### src/rtl/f_muldiv_seq_if.sv
// Request/result bundle between the control unit (master) and the mul/div sequencer (slave).
// Defining MULDIV_UNSIGNED_EN adds the unsgn request bit.
interface f_muldiv_seq_if #(
  parameter int WIDTH = 32
);
  logic             start;
  logic             op;
`ifdef MULDIV_UNSIGNED_EN
  logic             unsgn;
`endif
  logic [WIDTH-1:0] a;
  logic [WIDTH-1:0] b;
  logic             busy;
  logic             done;
  logic             div_zero;
  logic [WIDTH-1:0] hi;
  logic [WIDTH-1:0] lo;

`ifdef MULDIV_UNSIGNED_EN
  modport master (output start, op, unsgn, a, b, input busy, done, div_zero, hi, lo);
  modport slave  (input start, op, unsgn, a, b, output busy, done, div_zero, hi, lo);
`else
  modport master (output start, op, a, b, input busy, done, div_zero, hi, lo);
  modport slave  (input start, op, a, b, output busy, done, div_zero, hi, lo);
`endif
endinterface

### src/rtl/f_muldiv_seq.sv
// Multicycle signed multiply / restoring divide sequencer owning HI/LO.
// Optional MULDIV_UNSIGNED_EN adds MULTU/DIVU via the interface's unsgn bit.
module f_muldiv_seq #(
  parameter int WIDTH = 32
) (
  input logic           clk,
  input logic           reset,
  f_muldiv_seq_if.slave bus
);
  localparam int CW = $clog2(WIDTH);
  localparam logic [CW-1:0] CNT_LAST = CW'(WIDTH - 1);
  localparam logic [CW-1:0] CNT_ONE  = CW'(1);

  typedef enum logic [2:0] {ST_IDLE, ST_LOAD, ST_RUN, ST_FIN, ST_DZ} state_t;

  state_t               state_r;
  logic [CW-1:0]        cnt_r;
  logic                 op_r, unsgn_r, neg_q_r, neg_r_r;
  logic                 busy_r, done_r, div_zero_r;
  logic [WIDTH-1:0]     a_r, b_r, opnd_r, hi_r, lo_r;
  logic [2*WIDTH-1:0]   p_r, p_next_s, prod_s;
  logic [WIDTH:0]       sum_s, shl_s;
  logic [WIDTH-1:0]     dif_s, quo_s, rem_s;
  logic                 ge_s, unsgn_s;

  function automatic logic [WIDTH-1:0] neg_w(input logic [WIDTH-1:0] x);
    return ~x + {{(WIDTH-1){1'b0}}, 1'b1};
  endfunction

  function automatic logic [2*WIDTH-1:0] neg_2w(input logic [2*WIDTH-1:0] x);
    return ~x + {{(2*WIDTH-1){1'b0}}, 1'b1};
  endfunction

  function automatic logic [WIDTH-1:0] mag(input logic [WIDTH-1:0] x, input logic uns);
    logic [WIDTH-1:0] m;
    if (!uns && x[WIDTH-1]) m = neg_w(x);
    else                    m = x;
    return m;
  endfunction

`ifdef MULDIV_UNSIGNED_EN
  assign unsgn_s = bus.unsgn;
`else
  assign unsgn_s = 1'b0;
`endif

  // One iteration: upper half accumulates (MULT) or holds the partial remainder (DIV).
  always_comb begin
    sum_s = {1'b0, p_r[2*WIDTH-1:WIDTH]} + (p_r[0] ? {1'b0, opnd_r} : {(WIDTH+1){1'b0}});
    shl_s = {p_r[2*WIDTH-1:WIDTH], p_r[WIDTH-1]};
    ge_s  = (shl_s >= {1'b0, opnd_r});
    if (ge_s) dif_s = shl_s[WIDTH-1:0] - opnd_r;
    else      dif_s = shl_s[WIDTH-1:0];
    if (op_r) p_next_s = {dif_s, p_r[WIDTH-2:0], ge_s};
    else      p_next_s = {sum_s, p_r[WIDTH-1:1]};
  end

  // Sign fix of the magnitude result; remainder follows the dividend sign.
  always_comb begin
    if (neg_q_r) prod_s = neg_2w(p_r);
    else         prod_s = p_r;
    if (neg_q_r) quo_s = neg_w(p_r[WIDTH-1:0]);
    else         quo_s = p_r[WIDTH-1:0];
    if (neg_r_r) rem_s = neg_w(p_r[2*WIDTH-1:WIDTH]);
    else         rem_s = p_r[2*WIDTH-1:WIDTH];
  end

  // Sequencer FSM with registered status and HI/LO.
  always_ff @(posedge clk or negedge reset) begin
    if (!reset) begin
      state_r    <= ST_IDLE;
      cnt_r      <= {CW{1'b0}};
      op_r       <= 1'b0;
      unsgn_r    <= 1'b0;
      neg_q_r    <= 1'b0;
      neg_r_r    <= 1'b0;
      busy_r     <= 1'b0;
      done_r     <= 1'b0;
      div_zero_r <= 1'b0;
      a_r        <= {WIDTH{1'b0}};
      b_r        <= {WIDTH{1'b0}};
      opnd_r     <= {WIDTH{1'b0}};
      hi_r       <= {WIDTH{1'b0}};
      lo_r       <= {WIDTH{1'b0}};
      p_r        <= {(2*WIDTH){1'b0}};
    end else begin
      done_r     <= 1'b0;
      div_zero_r <= 1'b0;
      case (state_r)
        ST_IDLE: begin
          if (bus.start) begin
            a_r     <= bus.a;
            b_r     <= bus.b;
            op_r    <= bus.op;
            unsgn_r <= unsgn_s;
            if (bus.op && (bus.b == {WIDTH{1'b0}})) begin
              state_r <= ST_DZ;
            end else begin
              state_r <= ST_LOAD;
              busy_r  <= 1'b1;
            end
          end
        end
        ST_LOAD: begin
          // Divisor or multiplicand stays put; the other operand shifts through p_r.
          opnd_r  <= op_r ? mag(b_r, unsgn_r) : mag(a_r, unsgn_r);
          p_r     <= {{WIDTH{1'b0}}, (op_r ? mag(a_r, unsgn_r) : mag(b_r, unsgn_r))};
          neg_q_r <= !unsgn_r && (a_r[WIDTH-1] ^ b_r[WIDTH-1]);
          neg_r_r <= !unsgn_r && a_r[WIDTH-1];
          cnt_r   <= {CW{1'b0}};
          state_r <= ST_RUN;
        end
        ST_RUN: begin
          p_r   <= p_next_s;
          cnt_r <= cnt_r + CNT_ONE;
          if (cnt_r == CNT_LAST) state_r <= ST_FIN;
        end
        ST_FIN: begin
          if (op_r) begin
            hi_r <= rem_s;
            lo_r <= quo_s;
          end else begin
            hi_r <= prod_s[2*WIDTH-1:WIDTH];
            lo_r <= prod_s[WIDTH-1:0];
          end
          done_r  <= 1'b1;
          busy_r  <= 1'b0;
          state_r <= ST_IDLE;
        end
        ST_DZ: begin
          div_zero_r <= 1'b1;
          state_r    <= ST_IDLE;
        end
        default: begin
          busy_r  <= 1'b0;
          state_r <= ST_IDLE;
        end
      endcase
    end
  end

  assign bus.busy     = busy_r;
  assign bus.done     = done_r;
  assign bus.div_zero = div_zero_r;
  assign bus.hi       = hi_r;
  assign bus.lo       = lo_r;
endmodule

### src/flat_wrapper.sv
// flat-port wrapper written by rule: the top's interface ports become plain ports
module f_muldiv_seq_flat 
#(
  parameter int WIDTH = 32
)
  (clk, reset, bus_start, bus_op, bus_a, bus_b, bus_busy, bus_done, bus_div_zero, bus_hi, bus_lo);
  f_muldiv_seq_if #(.WIDTH(WIDTH)) bus_i ();
  input logic clk;
  input logic reset;
  input wire logic [$bits(bus_i.start)-1:0] bus_start;
  input wire logic [$bits(bus_i.op)-1:0] bus_op;
  input wire logic [$bits(bus_i.a)-1:0] bus_a;
  input wire logic [$bits(bus_i.b)-1:0] bus_b;
  output wire logic [$bits(bus_i.busy)-1:0] bus_busy;
  output wire logic [$bits(bus_i.done)-1:0] bus_done;
  output wire logic [$bits(bus_i.div_zero)-1:0] bus_div_zero;
  output wire logic [$bits(bus_i.hi)-1:0] bus_hi;
  output wire logic [$bits(bus_i.lo)-1:0] bus_lo;
  assign bus_i.start = bus_start;
  assign bus_i.op = bus_op;
  assign bus_i.a = bus_a;
  assign bus_i.b = bus_b;
  assign bus_busy = bus_i.busy;
  assign bus_done = bus_i.done;
  assign bus_div_zero = bus_i.div_zero;
  assign bus_hi = bus_i.hi;
  assign bus_lo = bus_i.lo;
  f_muldiv_seq #(.WIDTH(WIDTH)) u_core (.clk(clk), .reset(reset), .bus(bus_i));
endmodule
### config.mk
export PLATFORM = sky130hd
export DESIGN_NAME = f_muldiv_seq_flat
export DESIGN_NICKNAME = d
export VERILOG_FILES = /design/src/rtl/f_muldiv_seq_if.sv /design/src/rtl/f_muldiv_seq.sv /design/src/flat_wrapper.sv
export SDC_FILE = /design/constraint.sdc
export NUM_CORES = 1
export LEC_CHECK = 0
export BUFFER_PORTS_ARGS = -buffer_cell sky130_fd_sc_hd__clkbuf_2
export CORE_AREA = 2 2 261 263
export CTS_CLUSTER_DIAMETER = 100
export DETAILED_ROUTE_END_ITERATION = 10
export DIE_AREA = 0 0 263 265
export SLEW_MARGIN = 20
export SYNTH_ARGS = -nofsm -noshare
export SYNTH_HDL_FRONTEND = slang
export SYNTH_SLANG_ARGS = --single-unit
### constraint.sdc
create_clock -name clk -period 3.7 [get_ports clk]
set_input_delay 0.37 -clock clk [delete_from_list [all_inputs] [get_ports clk]]
set_output_delay 0.37 -clock clk [all_outputs]
set_load 0.02 [all_outputs]
Yosys cells after proc, flatten, opt, wreduce, memory -nomap -nowiden
Index checks and enable logic that the tools add are counted.
{"block": "totals", "reg_bits": 238, "in_bits": 68, "elab_cells": 69}
{"block": "classes", "addsub": 8, "order_cmp": 1, "eq_ne": 8, "n_mux": 23, "n_bitwise": 7, "reduce_logical": 8}
{"cell": "$mux W32", "count": 10}
{"cell": "$add A32 B1 Y32 const B", "count": 4}
{"cell": "$mux W64", "count": 2}
{"cell": "$not A32 Y32", "count": 4}
{"cell": "$pmux W64 S2", "count": 1}
{"cell": "$add A64 B1 Y64 const B", "count": 1}
{"cell": "$not A64 Y64", "count": 1}
{"cell": "$add A32 B33 Y33", "count": 1}
{"cell": "$ge A33 B32 Y1", "count": 1}
{"cell": "$logic_not A32 Y1", "count": 1}
{"cell": "$sub A32 B32 Y32", "count": 1}
{"cell": "$pmux W5 S2", "count": 1}
{"cell": "$mux W3", "count": 3}
{"cell": "$pmux W3 S3", "count": 1}
{"cell": "$eq A3 B2 Y1 const B", "count": 2}
{"cell": "$add A5 B1 Y5 const B", "count": 1}
{"cell": "$eq A5 B5 Y1 const B", "count": 1}
{"cell": "$mux W1", "count": 4}
{"cell": "$ne A2 B2 Y1 const B", "count": 2}
{"cell": "$reduce_and A2 Y1", "count": 2}
{"cell": "$eq A3 B1 Y1 const B", "count": 1}
{"cell": "$eq A3 B3 Y1 const B", "count": 1}
{"cell": "$logic_not A3 Y1", "count": 1}
{"cell": "$reduce_and A3 Y1", "count": 1}
{"cell": "7 further kinds", "count": 7}

Logic depth before layout (Yosys ltp)
Gate-level depths: netlist of the first run.
{"block": "depth", "ltp_word": 5, "ltp_mapped": 15}

Worst setup path after synthesis of the first run
Ideal clock, no wire load.
{"block": "synth_path", "kind": "flip-flop to flip-flop", "from": "register u_core.p_r[0]", "to": "register u_core.p_r[59]", "t_arrival_ns": 3.525, "slack_ns": 0.075, "path_stages_with_launch": 15, "n_path_buf": 1, "synth_period_minus_slack_ns": 3.625, "path_cell_list": "dfrtp_1 inv_1 buf_1 nor2_1 ha_1 a21o_1 a21o_1 a221oi_1 o31a_1 o31ai_1 and4_1 a2111oi_0 xnor2_1 nor2_1 o32ai_1"}
{"block": "synth_via", "elab_chain_cells": 4}
{"item": "from (decl)", "line": "f_muldiv_seq.sv:21", "rtl": "logic [2*WIDTH-1:0] p_r, p_next_s, prod_s;"}
{"item": "from (signal assigned)", "line": "f_muldiv_seq.sv:85", "rtl": "p_r <= {(2*WIDTH){1'b0}};"}
{"item": "from (signal assigned)", "line": "f_muldiv_seq.sv:107", "rtl": "p_r <= {{WIDTH{1'b0}}, (op_r ? mag(a_r, unsgn_r) : mag(b_r, unsgn_r))};"}
{"item": "from (signal assigned)", "line": "f_muldiv_seq.sv:114", "rtl": "p_r <= p_next_s;"}
{"item": "$mux W32", "line": "f_muldiv_seq.sv:49", "rtl": "sum_s = {1'b0, p_r[2*WIDTH-1:WIDTH]} + (p_r[0] ? {1'b0, opnd_r} : {(WIDTH+1){1'b0}});"}
{"item": "$add A32 B33 Y33", "line": "f_muldiv_seq.sv:49"}
{"item": "$mux W64", "line": "f_muldiv_seq.sv:54", "rtl": "if (op_r) p_next_s = {dif_s, p_r[WIDTH-2:0], ge_s};"}
{"item": "$pmux W64 S2", "line": "f_muldiv_seq.sv:89", "rtl": "case (state_r)"}
No other way between the ends.
A chain may end at the register's enable or synchronous reset.

Worst setup path after layout of the first run
Same ends and word-level chain as after synthesis.

==> results.py, run 1 <==
metrics = {
    "status": {
        "status": "finished, final reports clean",
    },
    "run": {
        "cap_viol_max_count": 0,
    },
    "synthesis": {
        "synth_cells": 1926,
        "synth_cell_types": 64,
        "syn_area_per_cell_um2": 8.58,
        "synth_edf_count": 0,
        "netlist_area_um2": 16500,
        "yosys_warnings": 0,
        "ys.flop_type": "dfrtp_1",
        "yosysTopAreaCellShare_pct": 36.0,
        "syn_nets": 2066,
        "yosysSeqAreaShare_pct": 36.0,
        "ys_seq_elements": 238,
        "synthArstFlopShare_pct": 100,
        "synthTopCellsByArea": "dfrtp_1 36%, o21ai_0 6.9%, nand2_1 6.0%",
        "synth_area_leader_cell": "dfrtp_1",
    },
    "pwr": {
        "seq_power_share_pct": 23.7,
        "p_comb_share_pct": 62.2,
        "switchingPower_w": 0.0112,
        "internal-power_w": 0.0114,
        "p_leak_nw": 9.02,
        "pwr-share-clk_pct": 14.1,
        "power_w": 0.0226,
        "p_per_area_nw_per_um2": 1120,
        "sw_frac_of_total_pct": 49.6,
        "irDropWorstVdd_mv": 0.606,
    },
    "drt": {
        "drt_iter0_markers": 1392,
        "ant_nets": 0,
        "drt_first_pass_iters": 8,
        "dr_wl_met3_um": 3920,
        "finalWirelength_um": 57400,
        "drc": 0,
        "topRoutingLayerUsed": "met5",
        "met1Wirelength_um": 26600,
        "wl_per_cell_um": 19.1,
        "vias_per_cell": 5.10,
        "wl_met2_um": 25300,
        "vias": 15300,
    },
    "setup_path": {
        "worstSetupPathType": "flip-flop to flip-flop",
        "crit_fanout": 8,
        "crit_cells": 17,
        "cp_slowest_cell": "dfrtp_1",
        "cp_num_buf_inv": 5,
        "crit_path_cell_trace": "inv_2 -> buf_4 -> buf_4 -> nor2_1 -> ha_1 -> a21o_1 -> a21o_1 -> a21oi_1 -> a2bb2oi_2 -> o31ai_1 -> buf_4 -> and4_1 -> a2111oi_1 -> buf_4 -> xnor2_1 -> nor2_1 -> o32ai_1",
        "crit_path_end_kind": "flip-flop",
        "reg2reg_to": "u_core.p_r[59]",
        "worst_ep_required_time_ns": 4.17,
        "cp_slowest_stage_delay_ns": 0.43,
        "arrival_ns": 4.10,
        "crit_top_cell": "buf_4",
        "cp-start-kind": "flip-flop",
        "reg2reg_slack_ns": 0.07,
        "reg2reg_from": "u_core.p_r[0]",
        "cpLargestDelayFamily": "compound AO/OA/AOI/OAI gates",
        "reg2regPathDepth": 17,
    },
    "sta": {
        "worst_pin_slew_ns": 1.06,
        "finalSetupViolCount": 0,
        "grt_setup_unrepaired": "yes",
        "min_period_ns": 3.63,
        "fin_setup_tns_ns": 0,
        "finalMaxSlewViolations": 0,
        "setup_ws_ns": 0.0742,
        "max_freq_ghz": 0.276,
        "fin_crit_sh_pct": 98.0,
        "relSlewSlack_pct": 29.6,
        "hold_violations": 0,
        "clock_skew_ns": 0.0234,
    },
    "placement": {
        "place_ws_ns": 0.0865,
        "port_buffers": 134,
        "dpl.hpwl_um": 43800,
        "place_inst": 2945,
        "place.gp.congestion": 0.951,
    },
    "final_layout": {
        "syn_to_final_growth_pct": 21.5,
        "fillCellCount": 7097,
        "drive_gt1_share_pct": 18.9,
        "final_cell_mix": "262 x nand2_1, 236 x dfrtp_1, 225 x o21ai_0, 133 x clkbuf_2, 132 x nor2_1",
        "nets": 2249,
        "antenna_cells": 0,
        "instances_no_fill": 3002,
        "final_common_cell": "nand2_1",
    },
    "die": {
        "row_count": 95,
        "initial_utilization_pct": 24.7,
        "die_h_um": 265,
        "dieArea_um2": 69700,
        "die_w_um": 263,
        "core-area_um2": 66800,
        "ios": 135,
    },
    "global_route": {
        "antenna_found_initial": 4,
        "grt_max_degree": 152,
        "grt_pass1_wl_um": 88700,
        "grt_pass1_vias": 14504,
        "grt_util_all_layers_pct": 16.1,
        "grt.overflow.total": 0,
    },
    "clock_tree": {
        "clock-sinks": 238,
        "insertion_delay_ns": 0.59,
        "cts_tree": "yes",
        "cts_max_path_buffers": 3,
        "clkTransAtPathRegs_ns": 0.06,
        "cts_root_buf": "clkbuf_16",
        "numCtsBuffers": 29,
        "htreeDepth": 1,
    },
    "worst_hold_path": {
        "hold_end": "u_core.a_r[14]",
        "hp-start": "bus_a[14]",
        "hold_depth": 2,
        "hp-class": "input port to flip-flop",
    },
}
[Yosys cell counts (7+ instances only)]
cell,n
nor4_1,19
xnor2_1,82
o31ai_1,26
nand3_1,20
nand4_1,8
o211ai_1,12
xor2_1,90
mux2_2,61
o21bai_1,12
o221ai_1,30
nand2b_1,13
a21o_1,33
or3_1,30
nor2b_1,7
mux2i_1,66
and2_1,7
o21a_1,8
or4_1,17
inv_1,62
a221o_1,7
a31oi_1,13
ha_1,70
nand2_1,264
dfrtp_1,238
nor3_1,24
nor2_1,135
a211oi_1,7
buf_1,18
a22oi_1,13
a22o_1,13
a21oi_1,118
clkbuf_1,87
o21ai_0,228
o41ai_1,17
[stage by stage]
stage          hold WS [ns]  utilization, %  instance area, um2
2_1_floorplan        0.0744               -               16500
3_3_place_gp          0.455            28.3               18900
3_5_place_dp          0.453            28.3               18900
4_1_cts            0.000691            29.9               20000
5_1_grt             0.00767            30.1               20100
6_report             0.0207            30.1               20100
[flip-flops by register name (all words and copies together), names as in the netlist, 3 cells and up]
register / count
u_core.opnd_r: 32
u_core.p_r: 64
u_core.bus.hi: 32
u_core.cnt_r: 5
u_core.b_r: 32
u_core.state_r: 3
u_core.a_r: 32
u_core.bus.lo: 32
[routing by layer]
metal	global-route usage, %	vias up
li1	-	7284
met1	23.1	7398
met2	25.2	535
met3	2.73	75
met4	3.88	8
met5	0	-
[what timing repair did]
item	CTS	global route
endpoints found under the hold margin	90	0
hold buffers	5	0
setup buffers	0	1
setup endpoints to repair	0	23
gates resized for setup	0	24
[power by group through the flow]
stage | registers (W) | clock network, W | logic, W
3_3_place_gp | 0.00532 | 0 | 0.0137
6_report | 0.00534 | 0.00318 | 0.0140
3_5_place_dp | 0.00534 | 0 | 0.0137
4_1_cts | 0.00530 | 0.00323 | 0.0138
5_1_grt | 0.00551 | 0.00333 | 0.0153
2_1_floorplan | 0.00519 | 0 | 0.00905
[cell families after synthesis]
family | share of synthesized area (%)
compound gates | 21.2
simple gates | 16.1
xor+xnor | 9.11
fa+ha+maj | 5.54
flops | 36.0
mux | 8.15
buf+inv | 3.87
[final cells by class]
class | instances | area [um2] | area share [%]
well taps | 873 | 1090 | 5.44
multi-input cells | 1518 | 10100 | 50.1
clock buffers | 38 | 810 | 4.03
inverters | 63 | 236 | 1.18
repair buffers | 259 | 1680 | 8.37
clock inverters | 13 | 236 | 1.18
flip-flops and latches | 238 | 5960 | 29.7
[worst max path at each step]
stage	start	endpoint	slack [ns]
after floorplan	u_core.p_r[0]	u_core.p_r[59]	0.07
after global placement	u_core.p_r[12]	u_core.bus.hi[25]	0.09
after detailed placement	u_core.p_r[32]	u_core.bus.hi[30]	0.09
after CTS	u_core.p_r[12]	u_core.bus.hi[25]	0.07
after global routing	u_core.p_r[0]	u_core.p_r[59]	-0.18
final	u_core.p_r[0]	u_core.p_r[59]	0.07
No activity file was read; power rests on OpenSTA's default activity.
==> run 2, diff against run 1 <==
Clock period 3.7 ns to 3.4 ns, I/O delays scaled along.
==> results.py, run 2 (same netlist as run 1, synthesis figures left out) <==
metrics = {
    "setup_path": {
        "crit_fanout": 3,
        "cp-start-kind": "flip-flop",
        "worstSetupPathType": "flip-flop to flip-flop",
        "worst_ep_required_time_ns": 3.85,
        "arrival_ns": 3.91,
        "crit_path_end_kind": "flip-flop",
    },
    "pwr": {
        "p_leak_nw": 10.0,
        "irDropWorstVdd_mv": 0.525,
        "pwr-share-clk_pct": 13.9,
        "internal-power_w": 0.0137,
        "p_per_area_nw_per_um2": 1200,
        "p_comb_share_pct": 64.5,
        "switchingPower_w": 0.0127,
        "sw_frac_of_total_pct": 48.1,
        "seq_power_share_pct": 21.6,
    },
    "clock_tree": {
        "clock-sinks": 238,
        "numCtsBuffers": 30,
        "cts_max_path_buffers": 3,
        "cts_root_buf": "clkbuf_16",
        "clkTransAtPathRegs_ns": 0.06,
        "insertion_delay_ns": 0.60,
        "htreeDepth": 1,
        "cts_tree": "yes",
    },
    "placement": {
        "place_inst": 3052,
        "postPlaceCellArea_um2": 19700,
        "place.gp.congestion": 0.946,
        "dpl.hpwl_um": 45300,
        "place_ws_ns": -0.105,
        "port_buffers": 134,
    },
    "die": {
        "row_count": 95,
        "die_h_um": 265,
        "dieArea_um2": 69700,
        "ios": 135,
        "core-area_um2": 66800,
        "initial_utilization_pct": 24.7,
        "die_w_um": 263,
    },
    "final_layout": {
        "utilization_pct": 33.0,
        "fillCellCount": 6971,
        "syn_to_final_growth_pct": 33.2,
        "final_area_um2": 22000,
        "final_cell_mix": "260 x nand2_1, 236 x dfrtp_1, 232 x buf_4, 210 x o21ai_0, 133 x clkbuf_2",
        "final_common_cell": "nand2_1",
        "largest_reg_flops": 64,
        "nets": 2422,
        "drive_gt1_share_pct": 25.4,
        "largest-register": "u_core.p_r",
        "antenna_cells": 0,
        "instances_no_fill": 3179,
    },
    "sta": {
        "setup_ws_ns": -0.0560,
        "fin_crit_sh_pct": 102,
        "hold_violations": 0,
        "min_period_ns": 3.46,
        "max_freq_ghz": 0.289,
        "finalSetupViolCount": 4,
        "clock_skew_ns": 0.0282,
        "relSlewSlack_pct": 29.2,
        "grt_setup_unrepaired": "yes",
        "worst_pin_slew_ns": 1.06,
        "finalMaxSlewViolations": 0,
    },
    "drt": {
        "ant_nets": 0,
        "drc": 0,
        "wl_per_cell_um": 18.7,
        "finalWirelength_um": 59300,
        "vias": 15979,
        "drt_first_pass_iters": 5,
        "vias_per_cell": 5.03,
        "drt_iter0_markers": 1493,
    },
    "status": {
        "status": "complete, but fails checks",
        "violations": "negative setup slack",
    },
    "global_route": {
        "antenna_found_initial": 2,
        "grt.overflow.total": 0,
        "grt_max_degree": 108,
        "grt_pass1_wl_um": 90700,
        "grt_util_all_layers_pct": 16.4,
        "grt_pass1_vias": 15231,
    },
    "run": {
        "cap_viol_max_count": 0,
    },
    "worst_hold_path": {
        "hp-class": "input port to flip-flop",
    },
}
run 2: area by class of cell:
class / count / area, um2 / area share, %
tap: 873 / 1090 / 4.96
clock buffer: 37 / 827 / 3.75
sequential: 238 / 5960 / 27.1
multi-input combinational: 1518 / 10400 / 47.4
inverter: 63 / 241 / 1.10
clock inverter: 19 / 312 / 1.41
timing repair buffer: 431 / 3160 / 14.3
run 2: final timing paths:
kind                                       start           endpoint  slack (ns)  depth (start not counted)
worst max-delay path              u_core.a_r[14]  u_core.opnd_r[26]       -0.06                         10
worst min-delay path                      bus_op        u_core.op_r        0.02                          3
worst max register to register    u_core.a_r[14]  u_core.opnd_r[26]       -0.06                         10
worst min register to register  u_core.bus.hi[6]   u_core.bus.hi[6]        0.48                          2
max in group asynchronous                  reset     u_core.p_r[58]        2.02                          3
min in group asynchronous                  reset      u_core.a_r[7]        0.37                          2
run 2: worst max-delay path, cell delays in order, from the launching register on:
cell and delay [ns]:
dfrtp_1 0.37, or4_4 0.53, or4_4 0.43, or3_4 0.34, or3_4 0.37, or4_4 0.47
o31ai_4 0.22, xor2_2 0.17, mux2i_1 0.10, nand2_1 0.18, o21ai_2 0.10
run 2: power groups by stage:
stage               logic [W]  clock network [W]  registers, W
CTS                    0.0163            0.00374       0.00563
global placement       0.0160                  0       0.00565
floorplan             0.00985                  0       0.00564
detailed placement     0.0161                  0       0.00568
finish                 0.0170            0.00368       0.00570
global route           0.0185            0.00385       0.00588
run 2: through the flow:
stage | TNS, ns | power [W] | hold WS (ns)
global placement | -0.800 | 0.0217 | 0.463
CTS | -0.169 | 0.0257 | 0.00202
global route | -0.936 | 0.0282 | 0.0168
floorplan | 0 | 0.0155 | 0.0444
finish | -0.163 | 0.0264 | 0.0199
detailed placement | -0.866 | 0.0218 | 0.466
run 2: layer usage:
metal / global-route usage, % / vias up / wire, um
met5: 0 / - / 16
met4: 3.60 / 2 / 1320
met3: 1.97 / 79 / 3420
met2: 26.5 / 493 / 26700
met1: 23.5 / 7781 / 27900
li1: - / 7624 / -
run 2: what timing repair did:
item / CTS / global route
endpoints found under the hold margin: 156 / 0
hold buffers: 56 / 0
resized for setup: 26 / 86
setup endpoints to repair: 19 / 64
buffers inserted: 3 / 11
pin swaps: 5 / 45
cloned: 0 / 1
